==> src/rtl/uart_rx_deframer.sv <==
// UART receive deframer: turns bit-centre samples into data words with
// parity/stop checking, a single-entry holding register and a sticky overrun flag.
module uart_rx_deframer #(
   parameter int unsigned DATA_BITS  = 8,
   parameter int unsigned PARITY_EN  = 1,
   parameter int unsigned PARITY_ODD = 0,
   parameter int unsigned STOP_BITS  = 1,
   parameter int unsigned MSB_FIRST  = 0
) (
   input  logic                 clk,
   input  logic                 rst,
   input  logic                 enable,
   input  logic                 bit_strobe,
   input  logic                 rx_bit,
   output logic [DATA_BITS-1:0] data_out,
   output logic                 out_valid,
   input  logic                 out_ready,
   output logic                 parity_err,
   output logic                 frame_err,
   output logic                 overrun,
   input  logic                 clr_overrun,
   output logic                 busy
);

   localparam int unsigned CNT_W = $clog2(DATA_BITS);

   typedef enum logic [1:0] {
      IDLE   = 2'd0,
      DATA   = 2'd1,
      PARITY = 2'd2,
      STOP   = 2'd3
   } state_t;

   state_t               state, state_n;
   logic [CNT_W-1:0]     bit_cnt, bit_cnt_n;
   logic [DATA_BITS-1:0] shift_reg, shift_reg_n;
   logic                 par_pend, par_pend_n;
   logic                 frm_pend, frm_pend_n;
   logic [DATA_BITS-1:0] data_out_n;
   logic                 out_valid_n;
   logic                 parity_err_n;
   logic                 frame_err_n;
   logic                 overrun_n;
   logic                 busy_n;
   logic                 last_stop;

   // State and output registers
   always_ff @(posedge clk or posedge rst) begin
      if (rst) begin
         state      <= IDLE;
         bit_cnt    <= '0;
         shift_reg  <= '0;
         par_pend   <= 1'b0;
         frm_pend   <= 1'b0;
         data_out   <= '0;
         out_valid  <= 1'b0;
         parity_err <= 1'b0;
         frame_err  <= 1'b0;
         overrun    <= 1'b0;
         busy       <= 1'b0;
      end else begin
         state      <= state_n;
         bit_cnt    <= bit_cnt_n;
         shift_reg  <= shift_reg_n;
         par_pend   <= par_pend_n;
         frm_pend   <= frm_pend_n;
         data_out   <= data_out_n;
         out_valid  <= out_valid_n;
         parity_err <= parity_err_n;
         frame_err  <= frame_err_n;
         overrun    <= overrun_n;
         busy       <= busy_n;
      end
   end

   // Next-state, frame assembly and holding-register update
   always_comb begin
      state_n      = state;
      bit_cnt_n    = bit_cnt;
      shift_reg_n  = shift_reg;
      par_pend_n   = par_pend;
      frm_pend_n   = frm_pend;
      data_out_n   = data_out;
      out_valid_n  = out_valid;
      parity_err_n = parity_err;
      frame_err_n  = frame_err;
      overrun_n    = overrun & ~clr_overrun;
      last_stop    = 1'b0;

      if (!enable) begin
         state_n = IDLE;
      end else if (bit_strobe) begin
         case (state)
            IDLE: begin
               if (!rx_bit) begin
                  state_n     = DATA;
                  bit_cnt_n   = '0;
                  shift_reg_n = '0;
                  par_pend_n  = 1'b0;
                  frm_pend_n  = 1'b0;
               end
            end
            DATA: begin
               if (MSB_FIRST != 0) shift_reg_n = {shift_reg[DATA_BITS-2:0], rx_bit};
               else                shift_reg_n = {rx_bit, shift_reg[DATA_BITS-1:1]};
               if (bit_cnt == CNT_W'(DATA_BITS - 1)) begin
                  bit_cnt_n = '0;
                  state_n   = (PARITY_EN != 0) ? PARITY : STOP;
               end else begin
                  bit_cnt_n = bit_cnt + CNT_W'(1);
               end
            end
            PARITY: begin
               // Odd parity expects the inverted XOR, so fold the mode into the compare.
               par_pend_n = rx_bit ^ (^shift_reg) ^ (PARITY_ODD != 0);
               state_n    = STOP;
            end
            STOP: begin
               if (!rx_bit) frm_pend_n = 1'b1;
               if (bit_cnt == CNT_W'(STOP_BITS - 1)) begin
                  state_n   = IDLE;
                  bit_cnt_n = '0;
                  last_stop = 1'b1;
               end else begin
                  bit_cnt_n = bit_cnt + CNT_W'(1);
               end
            end
            default: state_n = IDLE;
         endcase
      end

      if (out_valid && out_ready) out_valid_n = 1'b0;

      // A completing frame overrides the consume-clear; set beats clr_overrun.
      if (last_stop) begin
         if (!out_valid || out_ready) begin
            data_out_n   = shift_reg;
            parity_err_n = (PARITY_EN != 0) && par_pend;
            frame_err_n  = frm_pend | ~rx_bit;
            out_valid_n  = 1'b1;
         end else begin
            overrun_n = 1'b1;
         end
      end

      busy_n = (state_n != IDLE);
   end

endmodule
==> config.mk <==
export PLATFORM = sky130hd
export DESIGN_NAME = uart_rx_deframer
export DESIGN_NICKNAME = d
export VERILOG_FILES = /design/src/rtl/uart_rx_deframer.sv
export SDC_FILE = /design/constraint.sdc
export NUM_CORES = 1
export LEC_CHECK = 0
export BUFFER_PORTS_ARGS = -buffer_cell sky130_fd_sc_hd__buf_2
export CAP_MARGIN = 10
export CORE_ASPECT_RATIO = 0.7
export CORE_MARGIN = 4
export CORE_UTILIZATION = 55
export DETAILED_ROUTE_END_ITERATION = 6
export PLACE_DENSITY = 0.75
export SLEW_MARGIN = 20
export SYNTH_ARGS = -nofsm -noshare
export SYNTH_HDL_FRONTEND = slang
export SYNTH_SLANG_ARGS = --single-unit
==> constraint.sdc <==
create_clock -name clk -period 1.8 [get_ports clk]
set_input_delay 0.27 -clock clk [delete_from_list [all_inputs] [get_ports clk]]
set_output_delay 0.27 -clock clk [all_outputs]
set_load 0.05 [all_outputs]
# Word-level counts from Yosys, hierarchy flattened
# Cells that the tools add are included.
# Widths: inputs -> output; s select.
# word_totals
reg_bits,28
inputBits,7
output_inout_bits,13
wordCells,64
# classes
addsub,1
eq_ne,6
n_mux,25
n_bitwise,5
n_reduce_logical,16
# op_table
op,n
$pmux 8 s2,1
$reduce_and 4->1,3
$mux 1,11
$mux 2,5
$mux 3,3
$pmux 3 s3,1
$mux 8,1
$pmux 2 s4,1
$reduce_bool 2->1,4
$reduce_xor 8->1,1
$reduce_and 5->1,1
$eq 2x2->1 const B,2
$ne 2x2->1 const B,2
$pmux 1 s2,2
$add 3x1->3 const B,1
$eq 3x3->1 const B,1
$logic_not 3->1,1
$reduce_bool 3->1,1
$eq 2x1->1 const B,1
$logic_not 2->1,1
$not 1->1,2
$reduce_and 2->1,1
$and 1x1->1,1
$logic_and 1x1->1,1
other kinds (4),4

# Logic depth before layout (Yosys ltp)
# Gate-level depths: netlist of the first run.
# depth
ltp_word,6
mapped_depth,7
mapped_depth_nobuf,6

# Least setup slack after synthesis of the first run
# No wires, ideal clock.
# synth_timing
path_type,register -> register
start,register bit_cnt[0]
end,register parity_err
setup_time_ns,0.128
t_arrival_ns,1.456
required_ns,1.672
slack_ns,0.216
path_stages_with_launch,7
synth_period_minus_slack_ns,1.584
path_cell_list,dfrtp_1 -> inv_1 -> ha_1 -> and3b_1 -> and3_4 -> buf_6 -> mux2_1
# synth_between
elab_chain_cells,6
# synth_rtl
element,line,text
from (decl),35,"logic [CNT_W-1:0] bit_cnt, bit_cnt_n;"
from (signal assigned),63,bit_cnt <= bit_cnt_n;
$logic_not 3->1,120,if (bit_cnt == CNT_W'(STOP_BITS - 1)) begin
$mux 1,120,
$mux 1,93,case (state)
$mux 1,92,end else if (bit_strobe) begin
$mux 1,90,if (!enable) begin
$reduce_and 2->1 (no source line),--,
to (signal assigned),69,parity_err <= parity_err_n;
to (decl),18,"output logic parity_err,"
# Every way passes these cells.
# A chain may end at the register's enable or synchronous reset.

# Worst setup path in the final report of the first run
# layout_timing
start,register bit_cnt[0]
end,register data_out[6]
# layout_between
elab_chain_cells,6
# layout_rtl
element,line,text
$logic_not 3->1,120,
$mux 1,120,
$mux 1,93,
$mux 1,92,
$mux 1,90,
$reduce_and 2->1 (no source line),--,
to (signal assigned),67,data_out <= data_out_n;
to (decl),15,"output logic [DATA_BITS-1:0] data_out,"
# Every way passes these cells.

==> results of run 1 <==
==> path summary, 6_finish.rpt <==
path / end / cells after the start
max: data_out[6]$_DFFE_PP0P_ / 5
min: overrun$_DFF_PP0_ / 2
max reg2reg: data_out[6]$_DFFE_PP0P_ / 5
min reg2reg: frame_err$_DFFE_PP0P_ / 1
max in group asynchronous: shift_reg[7]$_DFFE_PP0P_ / 4
min in group asynchronous: data_out[3]$_DFFE_PP0P_ / 4
==> where the power goes <==
group / switching [W] / internal (W) / total [W]
registers: 0.0000185 / 0.000648 / 0.000667
clock network: 0.000169 / 0.000124 / 0.000293
logic: 0.0000636 / 0.0000525 / 0.000116
total: 0.000251 / 0.000824 / 0.00108
==> cell usage in the layout, fill, tap and decap left out, types with 2 or more instances in the layout <==
cell type  netlist  final
buf_4            1      3
nand2_1          7      7
o21ai_0          2      2
nor2_1           6      6
nor2b_1          4      4
xnor2_1          4      4
nand3_1          2      2
a21oi_1          2      2
xor2_1           2      2
ha_1             3      3
buf_2            1     19
inv_1            5      5
clkbuf_4         0      3
dfrtp_1         28     28
o31ai_1          4      4
and3_4           2      2
mux2_4           7      7
a22o_1           8      8
==> metrics by stage <==
step / hold slack [ns] / area, sq um / power (W)
floorplan: 0.335 / 1330 / 0.000766
global placement: 0.345 / 1450 / 0.000790
detailed placement: 0.351 / 1450 / 0.000794
CTS: 0.0957 / 1500 / 0.00109
global route: 0.100 / 1500 / 0.00114
finish: 0.112 / 1500 / 0.00108
==> area by class of cell <==
class	instances	area (sq um)
clock buffers	4	36.3
fillers	175	729
inverters	5	18.8
multi-input cells	69	572
flip-flops and latches	28	701
well taps	32	40.0
repair buffers	23	128
==> metal layers <==
metal | track usage, % | vias up | share of wire (%)
met3 | 5.30 | 2 | 6.3
met5 | 0 | - | 0
met2 | 23.2 | 19 | 41
met4 | 4.04 | 0 | 0.57
met1 | 22.6 | 431 | 52
li1 | - | 425 | -
==> kinds of logic (layout without fill, tap and decap cells) <==
kind of cell / Yosys count / in the layout
muxes: 9 / 9
buffers and inverters: 11 / 32
adders and majority gates: 3 / 3
AOI/OAI and AO/OA: 24 / 24
DFF: 28 / 28
xor gates and xnor gates: 7 / 7
and+or+nand+nor: 26 / 26
==> repair_timing <==
action,in CTS,in global routing
buffers inserted,0,0
hold buffers,1,0
endpoints found under the setup margin,0,0
hold endpoints to repair,28,0
==> results.md, run 1 <==
- Status: completed
- CTS clk-pin slew, worst paths: 0.14 ns
- CTS tree: yes
- Chip Height: 49.2 um
- DR vias: 877
- Worst min path class: input pin to flop
- Worst clock skew: 0.00158 ns
- Post-synth design cell area: 0.00133 sq mm
- Tcrit/Tclk final: 95.1%
- Gr usage total: 15.9%
- Total negative slack: 0 ns
- CP top delay family: simple AND/OR/NAND/NOR gates
- Peak supply drop: 0.482 mV
- Arrival time at the worst endpoint: 1.93 ns
- Critical path class: flop to flop
- Ys flop type: dfrtp_1
- R2R Setup Slk: 0.09 ns
- Hpwl dp: 1.66 mm
- Core Area: 0.00222 sq mm
- Chip width: 66.9 um
- Row count: 14
- Post-synth top cells: dfrtp_1, a22o_1, mux2_4, nand2_1, nor2_1
- Post-synthesis mux area share: 9.57%
- I/O pin total: 20
- TritonRoute pass-1 iters: 5
- CTS Buf Count: 3
- CP peak stage delay: 0.43 ns
- IO buf count: 19
- Vias in the first global route: 863
- Share of cells above drive strength 1: 28.7%
- Final min period: 1.71 ns
- Seq cells post-synth: 28
- Most frequent cell after synthesis: dfrtp_1
- Startpoint types: flop
- Post-synthesis sequential area ratio: 52.5%
- Worst Setup SP: bit_cnt[0]$_DFFE_PP0P_
- CTS Sinks: 28
- Slew headroom: 64.9%
- Final Worst Setup Slack: 0.0874 ns
- First-pass GRT wire length: 3.94 mm
- Die area: 0.00329 sq mm
- Vias/cell: 5.45
- CP endpoint kind: flop
- Area Overhead vs Synth: 12.1%
- Place WS: 0.120 ns
- RSZ-0062 raised after global routing: no
- PostCTS Resize Cnt: 0
- Starting Density: 60.0%
- Ranking of synthesized cells by area: dfrtp_1, mux2_4, a22o_1, ha_1, xnor2_1
- Worst min-delay path startpoint: clr_overrun
- Syn_nets: 118
- Initial antenna violation count: 0
- Synth Area in Compound Gates: 14.0%
- Max_cap viols: 0
- DRT iter0 DRCs: 36
- Post-synthesis area per instance: 12.3 sq um
- Slowest CP cell: dfrtp_1
- Max-slew violations: 0
- PD cells: 719 mW/mm^2
- Post-synth EDFFs: 0
- Top-area cell type share of the netlist area: 52.5%
- Ant. Diodes: 0
- R2r startpoint: bit_cnt[0]$_DFFE_PP0P_
- Post-Synthesis Cells: 108
- Fmax: 584 MHz
- Synth warn: 0
- Yosys cell types: 35
- Pin slew with the least headroom to its limit: 0.524 ns
- WL final: 2.26 mm
- Largest family of logic cells by synthesized area: compound AO/OA/AOI/OAI gates
- Worst Path Required: 2.02 ns
- Root buf cell: clkbuf_4
- Remaining DRCs: 0
- Worst path bufs/invs: 1
- Post-synthesis xor/xnor area fraction: 5.63%
- Global placement routability congestion: 0.772
- Final ANT Viol Nets: 0
- Area leader, netlist: dfrtp_1
- Routed length per instance: 14.0 um
- Largest net degree at the start of global routing: 29
- LEAKAGE: 0.784 nW
- Final hold viol count: 0
- GR Overflow Total: 0
- Cells after DPL: 156
- Fin util: 67.2%
- Crit-path cells: inv_1 -> ha_1 -> and3b_1 -> and3_4 -> mux2_2
- # setup viols final: 0
- Clock buffer depth: 2
- NumNets Final: 140
- Post-synthesis adder-cell area fraction: 2.81%
- Area share of and/or/nand/nor cells after synthesis: 10.9%
- Post-synthesis async set-or-reset flop share: 100%
- Non-filler cells, final: 161
- CP Max Fanout: 11
- Clock latency on the worst-skew pair: 0.32 ns
- H-tree levels: 1
(Power assumes the default switching activity.)
==> run 2, diff against run 1 <==
Settings changed: CORE_UTILIZATION 55 to 30, PLACE_DENSITY 0.75 to default.
==> run 2 against run 1 <==
Die area increased by 70%; largest cell class unchanged; utilization decreased by 29 points; global-route usage decreased by 6.0 points; total power increased by 19%; sequential share of layout area decreased by 1.5 points; via count decreased by 0.34%; fmax increased by 1.3%; critical endpoint unchanged; clock skew increased by 0.0014 ns.
==> results.md, run 2 (same netlist as run 1, synthesis figures left out) <==
- Status: completed (unchanged)
- Area Overhead vs Synth: 15.9% (was 12.1%)
- CTS hold repair buffers: 0 (was 1)
- Largest net degree at the start of global routing: 29 (unchanged)
- Logic pwr share: 9.1% (was 10.8%)
- NumNets Final: 139 (was 140)
- Crit-path cells: inv_1 -> ha_1 -> and3b_1 -> and3_4 -> mux2_2 (unchanged)
- Global placement routability congestion: 0.830 (was 0.772)
- Peak supply drop: 0.386 mV (was 0.482 mV)
- Fmax: 591 MHz (was 584 MHz)
- Hpwl dp: 1.79 mm (was 1.66 mm)
- Final ANT Viol Nets: 0 (unchanged)
- Final hold viol count: 0 (unchanged)
- I/O pin total: 20 (unchanged)
- WL final: 2.48 mm (was 2.26 mm)
- CTS tree: yes (unchanged)
- Core Area: 0.00409 sq mm (was 0.00222 sq mm)
- Max_cap viols: 0 (unchanged)
- First-pass GRT wire length: 4.35 mm (was 3.94 mm)
- Final min period: 1.69 ns (was 1.71 ns)
- Sw Ratio: 22.1% (was 23.3%)
- Remaining DRCs: 0 (unchanged)
- Internal: 0.000997 W (was 0.000824 W)
- Starting Density: 32.6% (was 60.0%)
- Slowest CP cell: dfrtp_1 (unchanged)
- Total negative slack: 0 ns (unchanged)
- Register area: 701 sq um (unchanged)
- H-tree levels: 1 (unchanged)
- DR vias: 874 (was 877)
- Vias/cell: 4.86 (was 5.45)
- Initial antenna violation count: 0 (unchanged)
- Ant. Diodes: 0 (unchanged)
- Startpoint types: flop (unchanged)
- Gr usage total: 9.86% (was 15.9%)
- CP endpoint kind: flop (unchanged)
- Chip width: 87.7 um (was 66.9 um)
- Clock buffer depth: 2 (unchanged)
- Max-slew violations: 0 (unchanged)
- Non-filler cells, final: 180 (was 161)
- Worst Setup SP: bit_cnt[0]$_DFFE_PP0P_ (unchanged)
- CP Max Fanout: 11 (unchanged)
- Tcrit/Tclk final: 94.0% (was 95.1%)
- CTS Sinks: 28 (unchanged)
- GR Overflow Total: 0 (unchanged)
- Slew headroom: 65.2% (was 64.9%)
- IO buf count: 19 (unchanged)
- Multi-input logic area: 572 sq um (unchanged)
- PD cells: 828 mW/mm^2 (was 719 mW/mm^2)
- DRT iter0 DRCs: 31 (was 36)
- Clock Power Share: 38.7% (was 27.2%)
- Cells after DPL: 176 (was 156)
- RSZ-0062 raised after global routing: no (unchanged)
- Die area: 0.00559 sq mm (was 0.00329 sq mm)
- Worst clock skew: 0.00294 ns (was 0.00158 ns)
- Share of cells above drive strength 1: 28.9% (was 28.7%)
- CP peak stage delay: 0.41 ns (was 0.43 ns)
- Chip Height: 63.8 um (was 49.2 um)
- Pin slew with the least headroom to its limit: 0.520 ns (was 0.524 ns)
- Critical path class: flop to flop (unchanged)
- CTS Buf Count: 3 (unchanged)
- Post-CTS Setup Bufs: 0 (unchanged)
- Vias in the first global route: 918 (was 863)
- Fill cells: 411 (was 175)
- Arrival time at the worst endpoint: 1.86 ns (was 1.93 ns)
- Most frequent cells in the layout: dfrtp_1, buf_2, a22o_1 (unchanged)
- LEAKAGE: 0.795 nW (was 0.784 nW)
- Root buf cell: clkbuf_8 (was clkbuf_4)
- Net switching power: 0.000283 W (was 0.000251 W)
- Clock latency on the worst-skew pair: 0.28 ns (was 0.32 ns)
- PostCTS Resize Cnt: 0 (unchanged)
- TritonRoute pass-1 iters: 4 (was 5)
- Row count: 19 (was 14)
- R2r startpoint: bit_cnt[0]$_DFFE_PP0P_ (unchanged)
- Worst Path Required: 1.97 ns (was 2.02 ns)
- CTS clk-pin slew, worst paths: 0.09 ns (was 0.14 ns)
- Routed length per instance: 13.8 um (was 14.0 um)
- Flop pwr share: 52.2% (was 62.0%)
- Worst min path class: input pin to async pin (was input pin to flop)
- Commonest non-fill, non-tap cell in the layout: dfrtp_1 (unchanged)
- # setup viols final: 0 (unchanged)
[run 2: cell count changes in the layout (fill, tap and decap cells not counted), sizes merged]
cell,change
clkbuf,-1
bufinv,+1
dlygate4sd3,-1
[run 2: layout make-up]
| class | count | share of cell area (%) |
|---|---|---|
| clock buffer | 3 | 2.67 |
| clock inverter | 1 | 1.94 |
| tap | 52 | 4.21 |
| inverter | 5 | 1.21 |
| sequential | 28 | 45.3 |
| timing repair buffer | 22 | 7.61 |
| multi-input combinational | 69 | 37.0 |
[run 2: path summary, 6_finish.rpt]
kind | slack [ns] | end | cells past startpoint
min in group clk | 0.16 | overrun$_DFF_PP0_ | 2
worst max-delay path | 0.11 | data_out[6]$_DFFE_PP0P_ | 5
worst min-delay path | 0.04 | data_out[0]$_DFFE_PP0P_ | 3
worst max register to register | 0.11 | data_out[6]$_DFFE_PP0P_ | 5
max in group asynchronous | 1.50 | shift_reg[7]$_DFFE_PP0P_ | 3
worst min register to register | 0.49 | parity_err$_DFFE_PP0P_ | 1
[run 2: worst max-delay path, delay by kind of cell, from the launching register on]
family	cells	cell delay [ns]
mux	1	0.35
flops	1	0.41
fa+ha+maj	1	0.19
buf+inv	1	0.07
simple gates	2	0.57
[run 2: stage by stage]
step	cell area, sq um	utilization [%]	total power [W]	hold WS, ns	setup slack, ns
finish	1550	37.8	0.00128	0.0354	0.109
global route	1550	37.8	0.00135	0.0575	0.0223
CTS	1550	37.8	0.00130	0.0497	0.0927
detailed placement	1470	36.0	0.000799	0.357	0.105
global placement	1470	36.0	0.000792	0.348	0.174
floorplan	1330	-	0.000766	0.335	0.216
[run 2: power by group through the flow]
stage	logic [W]	clock network, W	registers [W]
global route	0.000135	0.000547	0.000672
global placement	0.000113	0	0.000679
finish	0.000117	0.000495	0.000668
floorplan	0.0000862	0	0.000680
detailed placement	0.000118	0	0.000680
CTS	0.000119	0.000515	0.000668
[run 2: routing by layer]
metal / part of all wire, % / vias to the layer above / GRT usage [%] / wire length, um
met5: 0 / - / 0 / 0
met4: 1.0 / 0 / 2.30 / 26
met3: 4.5 / 4 / 3.34 / 112
met2: 47 / 15 / 15.6 / 1170
met1: 47 / 432 / 13.1 / 1170
li1: - / 423 / - / -
